===== src/rtl/stopwatch_pkg.sv =====
`default_nettype none
// +----------------------------------------------------------------------+
// | stopwatch_pkg : shared state encodings and timing constants           |
// | rev 1.0                                                               |
// +----------------------------------------------------------------------+
package stopwatch_pkg;

   typedef enum logic [1:0] {
      ST_IDLE  = 2'b00,
      ST_RUN   = 2'b01,
      ST_PAUSE = 2'b10,
      ST_LAP   = 2'b11
   } state_t;

   // 10 ms debounce and 100 Hz tick at 50 MHz
   localparam int C_DEB_CYCLES_DEF = 500000;
   localparam int C_TICK_DIV_DEF   = 500000;

   // Short values so simulation reaches every state in a few hundred cycles
   localparam int C_SIM_DEB_CYCLES = 4;
   localparam int C_SIM_TICK_DIV   = 10;

endpackage
`default_nettype wire


===== src/rtl/stopwatch_ctrl_key_debounce.sv =====
`default_nettype none
// +----------------------------------------------------------------------+
// | key_debounce : 2-flop synchronizer, stable-count debounce, press pulse |
// | rev 1.0                                                               |
// +----------------------------------------------------------------------+
module key_debounce
   import stopwatch_pkg::*;
#(
   parameter int DEB_CYCLES = C_DEB_CYCLES_DEF
) (
   input  logic clock,
   input  logic reset,
   input  logic i_key,
   output logic o_press
);

   localparam int              CW        = $clog2(DEB_CYCLES);
   localparam logic [CW-1:0]   C_CNT_MAX = CW'(DEB_CYCLES - 1);

   logic          r_s1;
   logic          r_s2;
   logic          r_deb;
   logic          r_deb_d;
   logic [CW-1:0] r_cnt;

   always_ff @(posedge clock) begin
      if (!reset) begin
         r_s1    <= 1'b1;
         r_s2    <= 1'b1;
         r_deb   <= 1'b1;
         r_deb_d <= 1'b1;
         r_cnt   <= '0;
      end else begin
         r_s1    <= i_key;
         r_s2    <= r_s1;
         r_deb_d <= r_deb;
         // Any sample that agrees with the accepted level restarts the count
         if (r_s2 == r_deb) begin
            r_cnt <= '0;
         end else if (r_cnt == C_CNT_MAX) begin
            r_deb <= r_s2;
            r_cnt <= '0;
         end else begin
            r_cnt <= r_cnt + 1'b1;
         end
      end
   end

   // Falling edge of the active-low debounced level only; release is silent
   assign o_press = r_deb_d & ~r_deb;

endmodule
`default_nettype wire


===== src/rtl/stopwatch_ctrl.sv =====
`default_nettype none
// +----------------------------------------------------------------------+
// | stopwatch_ctrl : key debounce, IDLE/RUN/PAUSE/LAP FSM, 100 Hz tick    |
// | rev 1.0                                                               |
// +----------------------------------------------------------------------+
module stopwatch_ctrl
   import stopwatch_pkg::*;
#(
   parameter int DEB_CYCLES = C_DEB_CYCLES_DEF,
   parameter int TICK_DIV   = C_TICK_DIV_DEF
) (
   input  logic       clock,
   input  logic       reset,
   input  logic       key_ss,
   input  logic       key_lap,
   output logic       tick_en,
   output logic       clr,
   output logic       hold,
   output logic [1:0] state
);

   localparam int            PW          = $clog2(TICK_DIV);
   localparam logic [PW-1:0] C_PRESC_MAX = PW'(TICK_DIV - 1);

   logic          w_ss;
   logic          w_lap;
   state_t        r_state;
   state_t        w_state_nx;
   logic [PW-1:0] r_presc;
   logic [PW-1:0] w_presc_nx;
   logic          r_tick;
   logic          w_tick_nx;
   logic          r_clr;
   logic          w_clr_nx;
   logic          r_hold;
   logic          w_hold_nx;

   key_debounce #(.DEB_CYCLES(DEB_CYCLES)) u_deb_ss (
      .clock   (clock),
      .reset   (reset),
      .i_key   (key_ss),
      .o_press (w_ss)
   );

   key_debounce #(.DEB_CYCLES(DEB_CYCLES)) u_deb_lap (
      .clock   (clock),
      .reset   (reset),
      .i_key   (key_lap),
      .o_press (w_lap)
   );

   always_ff @(posedge clock) begin
      if (!reset) begin
         r_state <= ST_IDLE;
         r_presc <= '0;
         r_tick  <= 1'b0;
         r_clr   <= 1'b0;
         r_hold  <= 1'b0;
      end else begin
         r_state <= w_state_nx;
         r_presc <= w_presc_nx;
         r_tick  <= w_tick_nx;
         r_clr   <= w_clr_nx;
         r_hold  <= w_hold_nx;
      end
   end

   always_comb begin
      w_state_nx = r_state;
      w_clr_nx   = 1'b0;
      w_presc_nx = r_presc;
      w_tick_nx  = 1'b0;

      // Start/stop is tested first, so it wins over a same-cycle lap press
      unique case (r_state)
         ST_IDLE:  if (w_ss) w_state_nx = ST_RUN;
         ST_RUN:   if (w_ss) w_state_nx = ST_PAUSE;
                   else if (w_lap) w_state_nx = ST_LAP;
         ST_LAP:   if (w_ss) w_state_nx = ST_PAUSE;
                   else if (w_lap) w_state_nx = ST_RUN;
         ST_PAUSE: if (w_ss) w_state_nx = ST_RUN;
                   else if (w_lap) begin
                      w_state_nx = ST_IDLE;
                      w_clr_nx   = 1'b1;
                   end
         default:  w_state_nx = ST_IDLE;
      endcase

      w_hold_nx = (w_state_nx == ST_LAP);

      // Prescaler follows the pre-edge state; PAUSE freezes it so resume loses no time
      unique case (r_state)
         ST_RUN, ST_LAP: begin
            if (r_presc == C_PRESC_MAX) begin
               w_presc_nx = '0;
               w_tick_nx  = 1'b1;
            end else begin
               w_presc_nx = r_presc + 1'b1;
            end
         end
         ST_PAUSE: w_presc_nx = r_presc;
         default:  w_presc_nx = '0;
      endcase
   end

   assign tick_en = r_tick;
   assign clr     = r_clr;
   assign hold    = r_hold;
   assign state   = r_state;

endmodule
`default_nettype wire


===== config.mk =====
export PLATFORM = sky130hd
export DESIGN_NAME = stopwatch_ctrl
export DESIGN_NICKNAME = d
export VERILOG_FILES = /design/src/rtl/stopwatch_pkg.sv /design/src/rtl/stopwatch_ctrl_key_debounce.sv /design/src/rtl/stopwatch_ctrl.sv
export SDC_FILE = /design/constraint.sdc
export NUM_CORES = 1
export LEC_CHECK = 0
export BUFFER_PORTS_ARGS = -buffer_cell sky130_fd_sc_hd__buf_2
export CORE_ASPECT_RATIO = 1.2
export CORE_MARGIN = 2
export CORE_UTILIZATION = 55
export CTS_CLUSTER_SIZE = 30
export DETAILED_ROUTE_END_ITERATION = 10
export HOLD_SLACK_MARGIN = 0.12
export PLACE_DENSITY = 0.71
export SLEW_MARGIN = 0
export SYNTH_ARGS = -nofsm -noshare
export SYNTH_HDL_FRONTEND = slang
export SYNTH_SLANG_ARGS = --single-unit

===== constraint.sdc =====
create_clock -name clock -period 2.7 [get_ports clock]
set_input_delay 0.405 -clock clock [delete_from_list [all_inputs] [get_ports clock]]
set_output_delay 0.405 -clock clock [all_outputs]
set_load 0.1 [all_outputs]

## Word level (Yosys, flattened, before mapping)

Index checks and enable logic that the tools add are counted.

- Logic and storage cells: 55
- Register bits: 70
- Bits of input ports: 4
- Memories: 0
- RAM bits: 0
- Latch bits: 0
- Memory bits (read-only): 0
- Output and inout port bits: 5

- Shift-type cells: 0
- Divide/modulo/power cells: 0
- Equal/unequal tests: 9
- Mux-type cells: 12
- Bitwise gates (word level): 8
- Reduce and logical (&&, ||, !) cells: 8
- $add $sub $neg: 3
- Multiply operators: 0
- $lt $le $gt $ge: 0

Operators with widths:

| operator | count |
|---|---|
| $add 19x1->19 const B | 3 |
| $eq 19x19->1 const B | 3 |
| $pmux 19 s2 | 1 |
| $mux 19 | 1 |
| $mux 2 | 7 |
| $reduce_or 3->1 | 3 |
| $pmux 2 s4 | 1 |
| $eq 2x2->1 const B | 3 |
| $not 1->1 | 6 |
| $reduce_and 2->1 | 3 |
| $and 1x1->1 | 2 |
| $eq 1x1->1 | 2 |
| $eq 2x1->1 const B | 1 |
| $logic_not 2->1 | 1 |
| $mux 1 | 2 |
| $reduce_or 2->1 | 1 |

## Depth between registers and ports, before layout

- Depth after elaboration: 6
- Gate-level depth with buffers: 8
- Gate-level depth less buffers: 6

## By module

Synthesis repeated with hierarchy kept, for this count alone.

- Cell total of the unflattened synthesis: 366
- Area, all modules: 3221.8 µm²

By module, submodules not included:

| module | area an instance (µm²) | cells each | instances | seq. area each (µm²) |
|---|---|---|---|---|
| key_debounce | 1002.2 | 109 | 2 | 460.4 |
| stopwatch_ctrl | 1217.4 | 148 | 1 | 480.5 |

## Least setup slack after synthesis

No wires, ideal clock.

- Path type: register -> register
- Start: register r_state[0] (netlist: state[0])
- End: register r_presc[17]
- Cell stages (with the launch flop): 7
- Buffers on the path: 2
- Data required time: 2.583 ns
- Period minus slack after synthesis: 2.107 ns
- Arrival: 1.990 ns
- Setup slack: 0.593 ns
- Library setup time: 0.117 ns
- Cells stage by stage: dfxtp_1 clkbuf_1 nor2b_1 and2_1 clkbuf_1 a21o_1 a22o_1

- Cells in the longest elaborated chain, start to end: 3
- Elaborated cells on any way between the ends: 5
- Classes of those cells: eq/ne: 3; mux: 1; reduce/logical: 1

RTL lines:

| element | RTL line | text |
|---|---|---|
| start: declaration | stopwatch_ctrl.sv:27 | `state_t r_state;` |
| start signal: assignment | stopwatch_ctrl.sv:60 | `r_state <= w_state_nx;` |
| $eq 2x1->1 or $eq 2x2->1 (tied branches) | stopwatch_ctrl.sv:92 | `unique case (r_state)` |
| $reduce_or 2->1 | stopwatch_ctrl.sv:92 |  |
| $pmux 19 s2 | stopwatch_ctrl.sv:92 |  |
| end signal: assignment | stopwatch_ctrl.sv:61 | `r_presc <= w_presc_nx;` |
| end: declaration | stopwatch_ctrl.sv:29 | `logic [PW-1:0] r_presc;` |

Parallel ways exist; a longest one is shown, timed or not.
A chain may end at the register's enable or synchronous reset.

## Worst setup path in the final report

- Start: register r_presc[1]
- End: register r_presc[17]

- Cells in the longest elaborated chain, start to end: 3
- Elaborated cells on any way between the ends: 4
- Classes of those cells: add/sub: 1; eq/ne: 1; mux: 2

RTL lines:

| element | RTL line | text |
|---|---|---|
| $add 19x1->19 or $eq 19x19->1 (tied branches) | stopwatch_ctrl.sv:98, stopwatch_ctrl.sv:94 |  |
| $mux 19 * | stopwatch_ctrl.sv:94 | `if (r_presc == C_PRESC_MAX) begin` |
| $pmux 19 s2 * | stopwatch_ctrl.sv:92 |  |

Every way passes the cells marked *; elsewhere a longest branch is shown, timed or not.

==> impl_metrics.tcl <==
set metrics [dict create \
    post_dp_cell_area_um2 3171 \
    maxCapViolations 0 \
    synthCells 361 \
    antenna_found_initial 0 \
    power_leakage_nw 1.143 \
    fp.dieArea_um2 6280 \
    preCtsSetupSlack_ns 0.7203 \
    avgSynthCellArea_um2 8.623 \
    worstPathRequired_ns 2.93 \
    finalInstanceArea_um2 3336 \
    post-route-period-util_pct 74.30 \
    io-pin-count 9 \
    hold_violations 0 \
    status "complete, no violations" \
    overflow 0 \
    die_h_um 86.41 \
    fin_ws_ns 0.6938 \
    timing.setup.tns_ns 0 \
    final_max_slew_viol_count 0 \
    synth-seq-cells 70 \
    yosysSeqAreaShare_pct 45.02 \
    syn_area_um2 3113 \
    drive_above_1_share_pct 8.847 \
    synth.top_cell.area_share_pct 45.02 \
    ys.flop_type "dfxtp_1" \
    cts_max_path_buffers 2 \
    cp_max_fo 17 \
    fin_cells 437 \
    cts_hold_buf 0 \
    synth.largest_area_cell "dfxtp_1" \
    std_cell_rows 30 \
    async_reset_ff_share_pct 0 \
    crit_type "reg -> reg" \
    area_growth_pct 7.154 \
    synth.most_common_cell "dfxtp_1" \
    rsz0062_at_grt "no" \
    p_per_area_nw_per_um2 526.3 \
    synth_edf_count 0 \
    cts_tree "yes" \
    diodes 0 \
    drc 0 \
    die-width_um 72.68 \
    fin_nets 375 \
    core_um2 5555 \
    clk_pin_slew_ns 0.07 \
    cts_root_buffer "clkbuf_8" \
    skew_ns 0.006527 \
    finalPower_mw 1.756 \
    firstDrtPassIters 4 \
    start_util_pct 56.04 \
    period_needed_ns 2.006 \
    port_buffers 8 \
    yosys_warnings 0 \
    drt_wl_total_um 5447 \
    grt_usage_pct 19.36 \
    grt_pass1_wl_um 9508 \
    clock.fmax_mhz 498.5 \
    ant_nets 0 \
    tightest_slew_ns 0.7643 \
    cp-end-kind "register" \
    slew_headroom_pct 48.65 \
    finalSetupViolations 0 \
    syn-num-nets 368 \
    grt_max_degree 19 \
    drtIter0Drc 124 \
    postLayoutCoreUtil_pct 60.05 \
    cts_setup_buffers 0 \
    h-tree-depth 3 \
    hp-class "in -> reg" \
    cts_buffers 9 \
    place_hpwl_um 3766 \
    clk_latency_ns 0.34 \
    worst_setup_path_start_kind "register" \
    dp.cells 421 \
    routedWlPerCell_um 12.46 \
    cts.sinks 70 \
    grt_pass1_vias 2207 \
    ir_drop_mv 0.4637 \
    num_vias 2371 \
    gp_congestion 0.8199 \
    synthTopCellsByArea "dfxtp_1, xor2_1, nor2_1" \
    timing.hold.ws_ns 0.2490 \
    ys_types 37 \
    via_per_inst 5.426 \
    crit_chain "ha_1 -> and4_1 -> and4_1 -> a21oi_2 -> buf_4 -> a21o_1 -> a22o_1" \
    synth_common_cells "dfxtp_1, nor2_1, nand2_1, nand3_1, xor2_1" \
    cpPeakStageDelay_ns 0.38 \
    crit_slowest_cell "dfxtp_1" \
    arrival_ns 2.24 \
    crit_top_cell "and4_1" \
    ctsResizeCount 0 \
]
cell type report:
class | count | area [µm²]
clock buffer | 9 | 123.9
clock inverter | 7 | 41.29
fill | 509 | 2220
inverter | 4 | 15.01
multi-input combinational | 274 | 1627
sequential | 70 | 1401
tap | 64 | 80.08
timing repair buffer | 9 | 47.55
sequential cells by signal, summed over array words and instances (netlist names):
register / count
clr: 1
r_presc: 19
hold: 1
u_deb_ss.r_s1: 1
tick_en: 1
u_deb_lap.r_deb: 1
u_deb_ss.r_s2: 1
u_deb_ss.r_cnt: 19
state: 2
u_deb_lap.r_s1: 1
u_deb_lap.r_cnt: 19
u_deb_lap.r_s2: 1
u_deb_ss.r_deb: 1
u_deb_lap.r_deb_d: 1
u_deb_ss.r_deb_d: 1
logic make-up (layout without fill, tap and decap cells):
kind of cell             Yosys count  in the layout  synth area share [%]
AND/OR/NAND/NOR                  196            196                 32.15
flip-flops                        70             70                 45.02
XOR/XNOR                          39             39                 10.97
AO/OA/AOI/OAI                     29             29                 5.627
buffers and inverters             17             29                 2.733
multiplexers                       7              7                 2.291
adder cells (fa/ha/maj)            3              3                 1.206
where the power goes:
group          internal (mW)  leakage [nW]  switching (mW)
Combinational        0.00526         0.490         0.00943
Clock                  0.326        0.0885           0.378
Sequential              1.04         0.565         0.00191
Total                   1.37          1.14           0.389
final timing paths:
path / start / to / slack (ns) / cells past startpoint
worst min register to register: u_deb_lap.r_s1 / u_deb_lap.r_s2 / 0.41 / 1
worst max register to register: r_presc[1] / r_presc[17] / 0.69 / 7
worst min-delay path: key_lap / u_deb_lap.r_s1 / 0.25 / 2
worst max-delay path: r_presc[1] / r_presc[17] / 0.69 / 7
layer usage:
metal | part of all wire, % | track usage [%]
met5 | 0 | 0
met4 | 0.94 | 11.28
met3 | 3.0 | 4.070
met2 | 48 | 30.74
met1 | 48 | 24.08
cell usage in the layout, fill, tap and decap left out, types with 4 or more instances in the layout:
cell,instances
o21ai_0,5
xnor2_1,13
buf_2,8
dfxtp_1,70
nand4_1,13
and3_1,13
a22o_1,4
clkinv_2,5
inv_1,4
nor4b_1,4
xor2_1,26
nand2_1,38
nand3b_1,5
nand3_1,32
a21oi_1,14
nand2b_1,7
nor3_1,10
mux2i_1,6
nor2_1,51
and4_1,5
clkbuf_8,9
nor2b_1,5
worst max-delay path: cells and delay by family (launching register included):
kind                       cells  cell delay (ns)
DFF                            1             0.38
buffers and inverters          1             0.21
and+or+nand+nor                2             0.59
adders and majority gates      1             0.22
AOI/OAI and AO/OA              3             0.50
Power figures use the tool's default switching activity.
